## config.mk

```make
export PLATFORM = sky130hd
export DESIGN_NAME = vector_op_engine_flat
export DESIGN_NICKNAME = d
export VERILOG_FILES = /design/src/rtl/vector_op_engine_if.sv /design/src/rtl/vector_op_engine.sv /design/src/flat_wrapper.sv
export SDC_FILE = /design/constraint.sdc
export NUM_CORES = 1
export LEC_CHECK = 0
export ABC_AREA = 0
export CAP_MARGIN = 20
export CORE_AREA = 4 4 132 134
export DETAILED_ROUTE_END_ITERATION = 16
export DIE_AREA = 0 0 136 138
export GPL_ROUTABILITY_DRIVEN = 0
export PLACE_DENSITY = 0.79
export SYNTH_ARGS = -nofsm -noshare
export SYNTH_HDL_FRONTEND = slang
export SYNTH_SLANG_ARGS = --single-unit
export TNS_END_PERCENT = 30
```

## constraint.sdc

```tcl
create_clock -name clk -period 7.48 [get_ports clk]
set_clock_uncertainty 0.2 [all_clocks]
set_input_delay 0.748 -clock clk [delete_from_list [all_inputs] [get_ports clk]]
set_output_delay 0.748 -clock clk [all_outputs]
set_load 0.02 [all_outputs]
```

## src/rtl/vector_op_engine_if.sv

```systemverilog
// Command, vector-memory read and result channels of vector_op_engine.
// Result handshake: res_valid/res_data stay stable until a cycle with res_valid && res_ready, which is the transfer.
interface vector_op_engine_if #(
    parameter int DATA_W = 10,
    parameter int ADDR_W = 10
);
    logic [2:0]        cmd;
    logic              cmd_valid;
    logic [ADDR_W-1:0] bram_a_read_addr;
    logic [ADDR_W-1:0] bram_b_read_addr;
    logic [DATA_W-1:0] bram_a_dout;
    logic [DATA_W-1:0] bram_b_dout;
    logic [31:0]       res_data;
    logic              res_valid;
    logic              res_ready;
    logic              busy;
    logic              op_done;
    logic [2:0]        dbg_state;

    // master: the engine; slave: decoder, memories and result sink around it
    modport master (
        input  cmd, cmd_valid, bram_a_dout, bram_b_dout, res_ready,
        output bram_a_read_addr, bram_b_read_addr, res_data, res_valid,
        output busy, op_done, dbg_state
    );

    modport slave (
        output cmd, cmd_valid, bram_a_dout, bram_b_dout, res_ready,
        input  bram_a_read_addr, bram_b_read_addr, res_data, res_valid,
        input  busy, op_done, dbg_state
    );
endinterface

```

## src/rtl/vector_op_engine.sv

```systemverilog
// Element-wise (SUM/AVG) and reducing (MAN/DOT) operations over two vector memories,
// one element per FETCH/WAIT pass, results streamed out over a valid/ready channel.
module vector_op_engine #(
    parameter int N_ELEMS      = 1024,
    parameter int DATA_W       = 10,
    parameter int ADDR_W       = 10,
    parameter int READ_LATENCY = 1
) (
    input  logic           clk,
    input  logic           reset,
    vector_op_engine_if.master bus
);
    typedef enum logic [2:0] {
        IDLE  = 3'd0,
        FETCH = 3'd1,
        WAIT  = 3'd2,
        SEND  = 3'd3,
        DONE  = 3'd4
    } state_t;

    localparam logic [2:0]        OP_SUM   = 3'd1;
    localparam logic [2:0]        OP_AVG   = 3'd2;
    localparam logic [2:0]        OP_MAN   = 3'd3;
    localparam logic [2:0]        OP_DOT   = 3'd4;
    localparam logic [ADDR_W-1:0] LAST_IDX = ADDR_W'(N_ELEMS - 1);
    localparam logic [1:0]        LAT_LAST = 2'(READ_LATENCY - 1);

    state_t            state_q, state_d;
    logic [2:0]        op_q, op_d;
    logic [ADDR_W-1:0] idx_q, idx_d;
    logic [31:0]       acc_q, acc_d;
    logic [31:0]       res_q, res_d;
    logic [1:0]        wcnt_q, wcnt_d;

    logic        cmd_legal;
    logic        is_reduce;
    logic [31:0] a_ext, b_ext;
    logic [31:0] elem_sum, elem_res, term;

    assign cmd_legal = (bus.cmd == OP_SUM) || (bus.cmd == OP_AVG) ||
                       (bus.cmd == OP_MAN) || (bus.cmd == OP_DOT);
    assign is_reduce = (op_q == OP_MAN) || (op_q == OP_DOT);

    // Operands widened first so the sum keeps its carry and |a-b| never wraps
    assign a_ext    = 32'(bus.bram_a_dout);
    assign b_ext    = 32'(bus.bram_b_dout);
    assign elem_sum = a_ext + b_ext;
    assign elem_res = (op_q == OP_AVG) ? (elem_sum >> 1) : elem_sum;
    assign term     = (op_q == OP_DOT) ? (a_ext * b_ext) :
                      ((a_ext >= b_ext) ? (a_ext - b_ext) : (b_ext - a_ext));

    always_ff @(posedge clk or posedge reset) begin
        if (reset) begin
            state_q <= IDLE;
            op_q    <= 3'd0;
            idx_q   <= '0;
            acc_q   <= '0;
            res_q   <= '0;
            wcnt_q  <= '0;
        end else begin
            state_q <= state_d;
            op_q    <= op_d;
            idx_q   <= idx_d;
            acc_q   <= acc_d;
            res_q   <= res_d;
            wcnt_q  <= wcnt_d;
        end
    end

    always_comb begin
        state_d = state_q;
        op_d    = op_q;
        idx_d   = idx_q;
        acc_d   = acc_q;
        res_d   = res_q;
        wcnt_d  = wcnt_q;
        case (state_q)
            IDLE: begin
                if (bus.cmd_valid && cmd_legal) begin
                    op_d    = bus.cmd;
                    idx_d   = '0;
                    acc_d   = '0;
                    state_d = FETCH;
                end
            end
            FETCH: begin
                wcnt_d  = '0;
                state_d = WAIT;
            end
            WAIT: begin
                if (wcnt_q == LAT_LAST) begin
                    if (is_reduce) begin
                        acc_d = acc_q + term;
                        if (idx_q < LAST_IDX) begin
                            idx_d   = idx_q + ADDR_W'(1);
                            state_d = FETCH;
                        end else begin
                            res_d   = acc_q + term;
                            state_d = SEND;
                        end
                    end else begin
                        res_d   = elem_res;
                        state_d = SEND;
                    end
                end else begin
                    wcnt_d = wcnt_q + 2'd1;
                end
            end
            SEND: begin
                if (bus.res_ready) begin
                    if (!is_reduce && (idx_q < LAST_IDX)) begin
                        idx_d   = idx_q + ADDR_W'(1);
                        state_d = FETCH;
                    end else begin
                        state_d = DONE;
                    end
                end
            end
            DONE:    state_d = IDLE;
            default: state_d = IDLE;
        endcase
    end

    assign bus.bram_a_read_addr = idx_q;
    assign bus.bram_b_read_addr = idx_q;
    assign bus.res_data         = res_q;
    assign bus.res_valid        = (state_q == SEND);
    assign bus.busy             = (state_q != IDLE);
    assign bus.op_done          = (state_q == DONE);
    assign bus.dbg_state        = state_q;
endmodule

```

## src/flat_wrapper.sv

```systemverilog
// flat-port wrapper written by rule: the top's interface ports become plain ports
module vector_op_engine_flat 
#(
    parameter int N_ELEMS      = 1024,
    parameter int DATA_W       = 10,
    parameter int ADDR_W       = 10,
    parameter int READ_LATENCY = 1
)
  (clk, reset, bus_cmd, bus_cmd_valid, bus_bram_a_dout, bus_bram_b_dout, bus_res_ready, bus_bram_a_read_addr, bus_bram_b_read_addr, bus_res_data, bus_res_valid, bus_busy, bus_op_done, bus_dbg_state);
  vector_op_engine_if #(.DATA_W(DATA_W), .ADDR_W(ADDR_W)) bus_i ();
  input  logic clk;
  input  logic reset;
  input wire logic [$bits(bus_i.cmd)-1:0] bus_cmd;
  input wire logic [$bits(bus_i.cmd_valid)-1:0] bus_cmd_valid;
  input wire logic [$bits(bus_i.bram_a_dout)-1:0] bus_bram_a_dout;
  input wire logic [$bits(bus_i.bram_b_dout)-1:0] bus_bram_b_dout;
  input wire logic [$bits(bus_i.res_ready)-1:0] bus_res_ready;
  output wire logic [$bits(bus_i.bram_a_read_addr)-1:0] bus_bram_a_read_addr;
  output wire logic [$bits(bus_i.bram_b_read_addr)-1:0] bus_bram_b_read_addr;
  output wire logic [$bits(bus_i.res_data)-1:0] bus_res_data;
  output wire logic [$bits(bus_i.res_valid)-1:0] bus_res_valid;
  output wire logic [$bits(bus_i.busy)-1:0] bus_busy;
  output wire logic [$bits(bus_i.op_done)-1:0] bus_op_done;
  output wire logic [$bits(bus_i.dbg_state)-1:0] bus_dbg_state;
  assign bus_i.cmd = bus_cmd;
  assign bus_i.cmd_valid = bus_cmd_valid;
  assign bus_i.bram_a_dout = bus_bram_a_dout;
  assign bus_i.bram_b_dout = bus_bram_b_dout;
  assign bus_i.res_ready = bus_res_ready;
  assign bus_bram_a_read_addr = bus_i.bram_a_read_addr;
  assign bus_bram_b_read_addr = bus_i.bram_b_read_addr;
  assign bus_res_data = bus_i.res_data;
  assign bus_res_valid = bus_i.res_valid;
  assign bus_busy = bus_i.busy;
  assign bus_op_done = bus_i.op_done;
  assign bus_dbg_state = bus_i.dbg_state;
  vector_op_engine #(.N_ELEMS(N_ELEMS), .DATA_W(DATA_W), .ADDR_W(ADDR_W), .READ_LATENCY(READ_LATENCY)) u_core (.clk(clk), .reset(reset), .bus(bus_i));
endmodule
```

==> results.py, run 1 <==
metrics = {
    "synth": {
        "synth-compound-area-share_pct": 19.2,
        "synth_edf_count": 0,
        "syn_area_um2": 9590,
        "yosysTopAreaCell": "dfrtp_1",
        "yosysTopAreaCellShare_pct": 21.4,
        "avgSynthCellArea_um2": 8.48,
        "ys_top_cells_by_area": "dfrtp_1 (21%), ha_1 (16%), fa_1 (14%), nand2_1 (4.9%), nor2_1 (4.8%)",
        "synth.area.mux_share_pct": 1.71,
        "syn_nets": 1344,
        "synth_ff_type": "dfrtp_1",
        "synthArstFlopShare_pct": 100,
        "ys_seq_elements": 82,
        "yosys.area_share.simple_pct": 15.5,
        "synth_xor_area_share_pct": 5.90,
        "synthDistinctLibCells": 71,
        "yosys_warnings": 0,
        "synthCells": 1131,
        "ys_seq_area_share_pct": 21.4,
        "yosysMostFrequentCell": "nand2_1",
        "synth_top_family_by_area": "adder cells",
        "synthAdderAreaFrac_pct": 29.4,
        "synthTopCellsByCount": "nand2_1 (125), nor2_1 (122), ha_1 (120)",
    },
    "clock_network": {
        "cts_tree": "built",
        "clk-insertion-delay-late_ps": 350,
        "cts_buffer_depth": 2,
        "cts_max_level": 3,
        "holdBufCountCts": 0,
        "cts-root-buf": "clkbuf_16",
        "cts_buffers": 9,
        "cts.sinks": 82,
        "clk_pin_slew_ps": 70,
    },
    "worst_hold_path": {
        "min-delay-start": "u_core.bus.res_data[3]",
        "hold-path-cell-count": 1,
        "hold_end": "u_core.bus.res_data[3]",
        "hp-class": "reg2reg",
    },
    "final_layout": {
        "drive_gt1_share_pct": 21.8,
        "final_nets": 1545,
        "diodes": 0,
        "syn2layout_area_growth_pct": 29.5,
        "fin_util_pct": 76.2,
    },
    "status": {
        "status": "finished, final reports clean",
    },
    "critical_path": {
        "cp.arrival_ps": 7420,
        "r2r_end": "u_core.bus.res_data[28]",
        "slowest_stage": "fa_1",
        "r2r_start": "u_core.op_q[1]",
        "critical-path-top-delay-family": "adder cells",
        "critPathCaptureType": "flip-flop",
        "crit_top_cell": "fa_1",
        "slowest_delay_ps": 540,
        "r2r_setup_slack_ps": 2950,
        "cp_max_fo": 5,
        "cp_num_buf_inv": 3,
        "path_class": "in2reg",
        "start_kind": "input port",
        "required_ps": 7520,
        "path_cells": "buf_2 -> buf_4 -> clkinvlp_4 -> nor2_1 -> fa_1 -> fa_1 -> fa_1 -> fa_1 -> ha_1 -> ha_1 -> or3_4 -> a2111oi_4 -> nor3_2 -> a2111oi_2 -> mux2i_1 -> o211ai_1 -> ha_1 -> nand2_4 -> or4_4 -> o221ai_4 -> o2111a_2 -> o41ai_2 -> xor2_1 -> o31ai_1",
        "rr_worst_depth": 15,
    },
    "die": {
        "dieArea_um2": 18800,
        "core-area_um2": 16300,
        "initial_core_util_pct": 58.8,
        "fp-row-count": 47,
        "die_h_um": 138,
        "io_pins": 85,
        "die_w_um": 136,
    },
    "timing": {
        "fmax_mhz": 136,
        "slew_headroom_pct": 35.1,
        "fin_ws_ps": 102,
        "hold_viol_final": 0,
        "setup_violations": 0,
        "slew_violations": 0,
        "min_period_ps": 7380,
        "rsz0062_at_grt": "yes",
        "max_slew.worst_pin.slew_ps": 974,
        "fin_crit_sh_pct": 98.6,
    },
    "grt": {
        "grt_pass1_vias": 8843,
        "grt_max_degree": 83,
        "grt_overflow_total": 0,
        "grtUsageTotal_pct": 28.4,
        "antenna_found_initial": 0,
        "grt_pass1_wl_um": 43600,
    },
    "placement": {
        "dp.final_hpwl_um": 20700,
        "portBuffers": 84,
        "dp_slack_ps": -901,
    },
    "routing": {
        "drtIter0Drc": 724,
        "avgViaCountPerCell": 5.86,
        "wire_per_inst_um": 17.6,
        "vias": 9119,
        "drt_wl_total_um": 27400,
        "drtAntennaViolNets": 0,
        "firstDrtPassIters": 6,
        "drc_errors": 0,
    },
    "power_and_ir_drop": {
        "vdd_drop_max_v": 0.000256,
        "p_per_area_nw_per_um2": 431,
        "p_leak_nw": 5.94,
        "total_power_mw": 5.35,
    },
    "flow_run": {
        "cap_violations": 0,
    },
}
per-stage QoR:
stage          area (µm²)  cells  setup TNS [ps]  hold WS, ps
2_1_floorplan        9640   1131               0          256
3_3_place_gp        11500   1519          -16070          261
3_5_place_dp        11500   1519          -21480          266
4_1_cts             12100   1548               0          280
5_1_grt             12400   1557           -1520          304
6_report            12400   1557               0          274
cells in the final DEF (no fill, tap or decap), drive strengths merged, types with 13 or more instances in the layout:
| cell type | count |
|---|---|
| inv | 108 |
| clkdlybuf4s50 | 65 |
| xnor2 | 40 |
| mux2i | 13 |
| o31ai | 14 |
| ha | 120 |
| nor3 | 14 |
| a21o | 19 |
| clkbuf | 15 |
| nand3 | 15 |
| fa | 66 |
| nand2 | 125 |
| a21oi | 68 |
| xor2 | 22 |
| nor2 | 122 |
| o21ai | 88 |
| o21bai | 13 |
| buf | 161 |
| dfrtp | 82 |
worst max-delay path by stage:
stage                                  start                 endpoint  slack (ps)  depth (start not counted)
final                     bus_bram_a_dout[7]  u_core.bus.res_data[28]         100                         24
after global placement    bus_bram_b_dout[3]  u_core.bus.res_data[30]        -690                         29
after floorplan           bus_bram_b_dout[1]  u_core.bus.res_data[30]          30                         29
after detailed placement  bus_bram_b_dout[3]         u_core.acc_q[28]        -900                         29
after global routing      bus_bram_a_dout[7]  u_core.bus.res_data[26]        -170                         25
after CTS                 bus_bram_b_dout[8]  u_core.bus.res_data[26]           1                         26
cell type report:
| type | count | area [µm²] |
|---|---|---|
| sequential | 82 | 2050 |
| timing repair buffer | 235 | 1980 |
| inverter | 115 | 449 |
| clock inverter | 7 | 108 |
| multi-input combinational | 889 | 7330 |
| tap | 220 | 275 |
| fill | 1135 | 3870 |
| clock buffer | 9 | 225 |
what timing repair did:
| item | 4_1_cts | 5_1_grt |
|---|---|---|
| resized for setup | 95 | 98 |
| buffers inserted | 13 | 8 |
| setup endpoints to repair | 32 | 27 |
| pin swaps | 46 | 74 |
metal layers:
| layer | vias up | GRT usage [%] | routed length [µm] |
|---|---|---|---|
| li1 | 4279 | - | - |
| met1 | 4366 | 38.4 | 11300 |
| met2 | 386 | 47.0 | 13400 |
| met3 | 88 | 2.80 | 1520 |
| met4 | 0 | 11.1 | 1120 |
| met5 | - | 0 | 0 |
report_power, final:
| part | internal (mW) | switching (mW) |
|---|---|---|
| Sequential | 0.612 | 0.146 |
| Combinational | 1.90 | 2.19 |
| Clock | 0.300 | 0.200 |
| Total | 2.81 | 2.54 |
kinds of logic (layout without fill, tap and decap cells):
| kind of cell | after synthesis | after routing |
|---|---|---|
| fa+ha+maj | 186 | 186 |
| xor+xnor | 63 | 63 |
| compound gates | 287 | 287 |
| buf+inv | 160 | 366 |
| simple gates | 337 | 337 |
| mux | 16 | 16 |
| flops | 82 | 82 |
registers in the layout, indices dropped and copies added (netlist names):
name                         cells
u_core.acc_q                    32
u_core.wcnt_q                    2
u_core.bus.dbg_state             3
u_core.op_q                      3
u_core.bus.res_data             32
u_core.bus.bram_a_read_addr     10
Note: power is estimated with default switching activity, not from simulation.
==> inputs of run 2 (changes only) <==
--- a/config.mk
+++ b/config.mk
@@ -11,6 +11,7 @@
 export DETAILED_ROUTE_END_ITERATION = 16
 export DIE_AREA = 0 0 136 138
 export GPL_ROUTABILITY_DRIVEN = 0
+export GPL_TIMING_DRIVEN = 1
 export PLACE_DENSITY = 0.79
 export SYNTH_ARGS = -nofsm -noshare
 export SYNTH_HDL_FRONTEND = slang
==> constraint.sdc (replaced) <==
create_clock -name clk -period 7.7 [get_ports clk]
set_clock_uncertainty 0.2 [all_clocks]
set_input_delay 0.77 -clock clk [delete_from_list [all_inputs] [get_ports clk]]
set_output_delay 0.77 -clock clk [all_outputs]
set_load 0.02 [all_outputs]
==> run 2 against run 1 <==
  * Combinational power is 3% lower
  * First-iteration DRC count is 6.2% lower
  * Final area is 0.50% lower
  * Largest cell class unchanged
==> results.py, run 2 (synthesized netlist as in run 1, its figures left out) <==
metrics = {
    "status": {
        "status": "finished, final reports clean",
    },
    "flow_run": {
        "cap_violations": 0,
    },
    "timing": {
        "max_slew.worst_pin.slew_ps": 930,
        "fin_ws_ps": 129,
        "min_period_ps": 7570,
        "slew_headroom_pct": 38.0,
        "slew_violations": 0,
        "setup_violations": 0,
        "fmax_mhz": 132,
        "hold_viol_final": 0,
        "fin_crit_sh_pct": 98.3,
    },
    "routing": {
        "drtAntennaViolNets": 0,
        "avgViaCountPerCell": 5.83,
        "wire_per_inst_um": 18.0,
        "drc_errors": 0,
        "drt_wl_total_um": 28000,
        "firstDrtPassIters": 5,
        "vias": 9066,
        "drtIter0Drc": 679,
    },
    "die": {
        "initial_core_util_pct": 58.8,
        "io_pins": 85,
        "die_w_um": 136,
        "core-area_um2": 16300,
        "dieArea_um2": 18800,
        "die_h_um": 138,
        "fp-row-count": 47,
    },
    "final_layout": {
        "layout_commonest_cell": "buf_4",
        "layout_common_cells": "buf_4 (148), nand2_1 (120), nor2_1 (109), ha_1 (105), inv_1 (95)",
        "postLayoutCellArea_um2": 12400,
        "drive_gt1_share_pct": 20.7,
        "diodes": 0,
        "final_nets": 1544,
        "syn2layout_area_growth_pct": 28.9,
    },
    "clock_network": {
        "cts_tree": "built",
        "clk-insertion-delay-late_ps": 350,
        "holdBufCountCts": 0,
        "cts.sinks": 82,
        "clk_pin_slew_ps": 60,
        "cts-root-buf": "clkbuf_16",
        "cts_buffer_depth": 2,
        "cts_max_level": 3,
        "cts_buffers": 9,
    },
    "critical_path": {
        "slowest_delay_ps": 530,
        "cp_max_fo": 5,
        "path_class": "in2reg",
        "critPathCaptureType": "flip-flop",
        "required_ps": 7740,
        "start_kind": "input port",
        "rr_worst_depth": 15,
        "slowest_stage": "fa_1",
        "crit_top_cell": "fa_1",
        "cp.arrival_ps": 7610,
    },
    "grt": {
        "grt_max_degree": 83,
        "antenna_found_initial": 0,
        "grt_overflow_total": 0,
        "grtUsageTotal_pct": 29.5,
        "grt_pass1_wl_um": 45200,
        "grt_pass1_vias": 9199,
    },
    "worst_hold_path": {
        "hold-path-cell-count": 1,
        "hp-class": "reg2reg",
    },
    "placement": {
        "portBuffers": 84,
        "dp.final_hpwl_um": 21000,
        "placed_cell_area_um2": 11500,
        "dp_slack_ps": -806,
    },
    "power_and_ir_drop": {
        "total_power_mw": 5.17,
        "vdd_drop_max_v": 0.000214,
        "p_leak_nw": 5.94,
        "p_per_area_nw_per_um2": 418,
    },
}
run 2: cell types whose count changed in the layout (fill, tap and decap cells not counted), sizes merged:
cell	delta
bufinv	-1
clkbuf	-2
clkinv	+2
clkinvlp	-1
dlygate4sd2	+2
inv	-1
run 2: critical path, delay by kind of cell:
kind	cells	cell delay (ps)
AND/OR/NAND/NOR	2	640
XOR/XNOR	2	320
adder cells (fa/ha/maj)	8	3090
AO/OA/AOI/OAI	12	2280
buffers and inverters	6	480
run 2: cell type report:
class / count / area [µm²]
multi-input cells: 889 / 7300
fillers: 1129 / 3940
flip-flops and latches: 82 / 2050
repair buffers: 234 / 1980
inverters: 115 / 444
well taps: 220 / 275
clock buffers: 10 / 239
clock inverters: 6 / 65.1
run 2: timing repair:
item | 4_1_cts | 5_1_grt
buffers inserted | 10 | 9
gates resized for setup | 81 | 95
pin swaps | 39 | 58
endpoints found under the setup margin | 26 | 22
run 2: routing by layer:
metal	global-route usage [%]	share of wire [%]
met1	38.3	41
met2	49.8	49
met3	2.65	5.4
met4	13.8	4.6
met5	0	0
run 2: path summary, 6_finish.rpt:
check,start,slack [ps],endpoint
max,bus_bram_b_dout[3],130,u_core.bus.res_data[28]
min,u_core.bus.res_data[3],280,u_core.bus.res_data[3]
max reg2reg,u_core.op_q[1],3070,u_core.acc_q[30]
min reg2reg,u_core.bus.res_data[3],280,u_core.bus.res_data[3]
max in group asynchronous,reset,6080,u_core.acc_q[29]
min in group asynchronous,reset,630,u_core.bus.res_data[21]
run 2: power by group:
part	internal (mW)	switching (mW)	leakage [nW]
registers	0.595	0.142	1.07
logic	1.85	2.14	4.72
clock network	0.261	0.185	0.149
run 2: through the flow:
| step | utilization [%] | hold slack [ps] | std cells | TNS (ps) |
|---|---|---|---|---|
| 6_report | 75.8 | 278 | 1556 | 0 |
| 4_1_cts | 74.0 | 281 | 1548 | 0 |
| 5_1_grt | 75.8 | 309 | 1556 | -523 |
| 3_5_place_dp | 70.6 | 267 | 1523 | -16720 |
| 3_3_place_gp | 70.6 | 261 | 1523 | -11100 |
| 2_1_floorplan | - | 256 | 1131 | 0 |
==> inputs of run 3 (changes only) <==
--- a/config.mk
+++ b/config.mk
@@ -8,6 +8,7 @@
 export ABC_AREA = 0
 export CAP_MARGIN = 20
 export CORE_AREA = 4 4 132 134
+export CTS_BUF_LIST = sky130_fd_sc_hd__clkbuf_8
 export DETAILED_ROUTE_END_ITERATION = 16
 export DIE_AREA = 0 0 136 138
 export GPL_ROUTABILITY_DRIVEN = 0
==> run 3 against run 2 <==
  * Utilization fell by 1.6 points
  * Sequential share of layout area grew 0.36 points
  * Worst hold slack gained 3.9 ps
  * Critical path depth fell by 2
  * Worst setup slack lost 33 ps
  * Combinational power down 4%
  * First-iteration DRC count shrank 8.7%
  * Power fell by 5.4%
  * Critical path type unchanged
  * Critical endpoint unchanged
  * Largest power group unchanged
  * Highest routed layer unchanged
==> results.py, run 3 (synthesized netlist as in run 1, its figures left out) <==
metrics = {
    "grt": {
        "antenna_found_initial": 0,
        "grt_pass1_wl_um": 43900,
        "grt_pass1_vias": 9073,
        "grt_max_degree": 83,
        "grt_overflow_total": 0,
        "grtUsageTotal_pct": 28.6,
    },
    "timing": {
        "slew_violations": 0,
        "setup_violations": 0,
        "max_slew.worst_pin.slew_ps": 924,
        "slew_headroom_pct": 38.4,
        "hold_ws_ps": 282,
        "fin_crit_sh_pct": 98.8,
        "min_period_ps": 7600,
        "hold_viol_final": 0,
        "fmax_mhz": 132,
    },
    "power_and_ir_drop": {
        "p_per_area_nw_per_um2": 404,
        "pwr-share-comb_pct": 78.3,
        "p_switching_mw": 2.37,
        "p_int_mw": 2.52,
        "total_power_mw": 4.89,
        "p_leak_nw": 5.84,
        "vdd_drop_max_v": 0.000209,
        "p_sw_share_pct": 48.5,
        "pwr-share-clk_pct": 6.8,
        "seq_power_share_pct": 15.0,
    },
    "worst_hold_path": {
        "hold_end": "u_core.bus.res_data[6]",
        "hold-path-cell-count": 2,
        "min-delay-start": "u_core.bus.res_data[6]",
        "hp-class": "reg2reg",
    },
    "routing": {
        "vias": 8995,
        "drc_errors": 0,
        "drtAntennaViolNets": 0,
        "wl_met1_um": 11400,
        "wl_met3_um": 1430,
        "firstDrtPassIters": 6,
        "top_layer": "met4",
        "wire_per_inst_um": 17.7,
        "avgViaCountPerCell": 5.81,
        "drt_wl_total_um": 27500,
        "met2_length_um": 13600,
        "drtIter0Drc": 620,
    },
    "critical_path": {
        "critical-path-top-delay-family": "adder cells",
        "path_class": "in2reg",
        "cp_max_fo": 3,
        "required_ps": 7770,
        "r2r_setup_slack_ps": 3080,
        "slowest_delay_ps": 570,
        "start_kind": "input port",
        "crit_top_cell": "fa_1",
        "r2r_start": "u_core.op_q[1]",
        "cp.arrival_ps": 7670,
        "cp_num_buf_inv": 5,
        "slowest_stage": "or4_4",
        "critPathCaptureType": "flip-flop",
        "rr_worst_depth": 16,
        "r2r_end": "u_core.acc_q[28]",
    },
    "die": {
        "io_pins": 85,
        "die_w_um": 136,
        "fp-row-count": 47,
        "die_h_um": 138,
        "dieArea_um2": 18800,
        "core-area_um2": 16300,
        "initial_core_util_pct": 58.8,
    },
    "status": {
        "status": "finished, final reports clean",
    },
    "final_layout": {
        "fin_util_pct": 74.2,
        "layout_common_cells": "buf_4 (139), nand2_1 (122), ha_1 (110), nor2_1 (107), inv_1 (96)",
        "diodes": 0,
        "final_nets": 1537,
        "num-fill-cells": 1200,
        "syn2layout_area_growth_pct": 26.1,
        "postLayoutCellArea_um2": 12100,
        "drive_gt1_share_pct": 19.6,
        "layout_commonest_cell": "buf_4",
    },
    "clock_network": {
        "cts_tree": "built",
        "clk_pin_slew_ps": 80,
        "cts_buffers": 9,
        "cts.sinks": 82,
        "holdBufCountCts": 0,
        "cts_max_level": 3,
        "cts-root-buf": "clkbuf_8",
        "cts_buffer_depth": 2,
        "clk-insertion-delay-late_ps": 370,
    },
    "placement": {
        "portBuffers": 84,
        "placed_cell_area_um2": 11500,
        "dp.final_hpwl_um": 21000,
    },
    "flow_run": {
        "cap_violations": 0,
    },
}
==> run 3: worst max path at each step <==
stage | startpoint | to | cells after the start | slack [ps]
final | bus_bram_a_dout[4] | u_core.bus.res_data[28] | 28 | 100
after global routing | bus_bram_b_dout[3] | u_core.bus.res_data[26] | 29 | -150
after CTS | bus_bram_a_dout[8] | u_core.bus.res_data[28] | 27 | 4
after detailed placement | bus_bram_a_dout[2] | u_core.bus.res_data[30] | 28 | -810
after global placement | bus_bram_b_dout[3] | u_core.bus.res_data[30] | 29 | -620
after floorplan | bus_bram_b_dout[1] | u_core.bus.res_data[30] | 28 | 30
==> run 3: per-stage QoR <==
| step | worst slack (ps) | setup TNS (ps) | instances |
|---|---|---|---|
| after floorplan | 29.4 | 0 | 1131 |
| after global placement | -624 | -11100 | 1523 |
| after detailed placement | -806 | -16720 | 1523 |
| after CTS | 4.46 | 0 | 1542 |
| after global routing | -145 | -852 | 1549 |
| final | 96.2 | 0 | 1549 |
==> run 3: routing by layer <==
layer / GRT usage, % / vias up
met5: 0 / -
met4: 12.5 / 0
met3: 2.94 / 70
met2: 48.0 / 346
met1: 37.6 / 4337
li1: - / 4242
==> run 3: worst register-to-register path, cell delays in order, from the launching register on <==
cell      delay, ps
dfrtp_1         510
nand2b_1        250
nor2_1           60
buf_4           200
a211oi_2        200
o311ai_1        220
or2_1           450
o21ai_0         150
ha_1            310
a21oi_1         230
o211ai_1        190
a41oi_2         370
o221ai_4        160
o2111a_2        360
o41ai_4         270
xor2_2          190
o21ai_1         110
==> run 3: what timing repair did <==
item                                    4_1_cts  5_1_grt
gates resized for setup                      63       76
setup buffers                                 4        6
endpoints found under the setup margin       24       27
pin swaps                                    28       51
==> run 3: layout make-up <==
cell class,instances,area (µm²),area share (%)
multi-input combinational,889,7240,59.9
sequential,82,2050,17.0
timing repair buffer,227,1880,15.6
inverter,115,439,3.63
tap,220,275,2.28
clock buffer,10,138,1.14
clock inverter,6,65.1,0.538
==> run 3: power groups by stage <==
stage	sequential, mW	combinational [mW]	clock, mW
6_report	0.731	3.82	0.331
5_1_grt	0.750	4.20	0.353
4_1_cts	0.725	3.62	0.333
3_5_place_dp	0.730	3.44	0
3_3_place_gp	0.727	3.34	0
2_1_floorplan	0.784	2.16	0
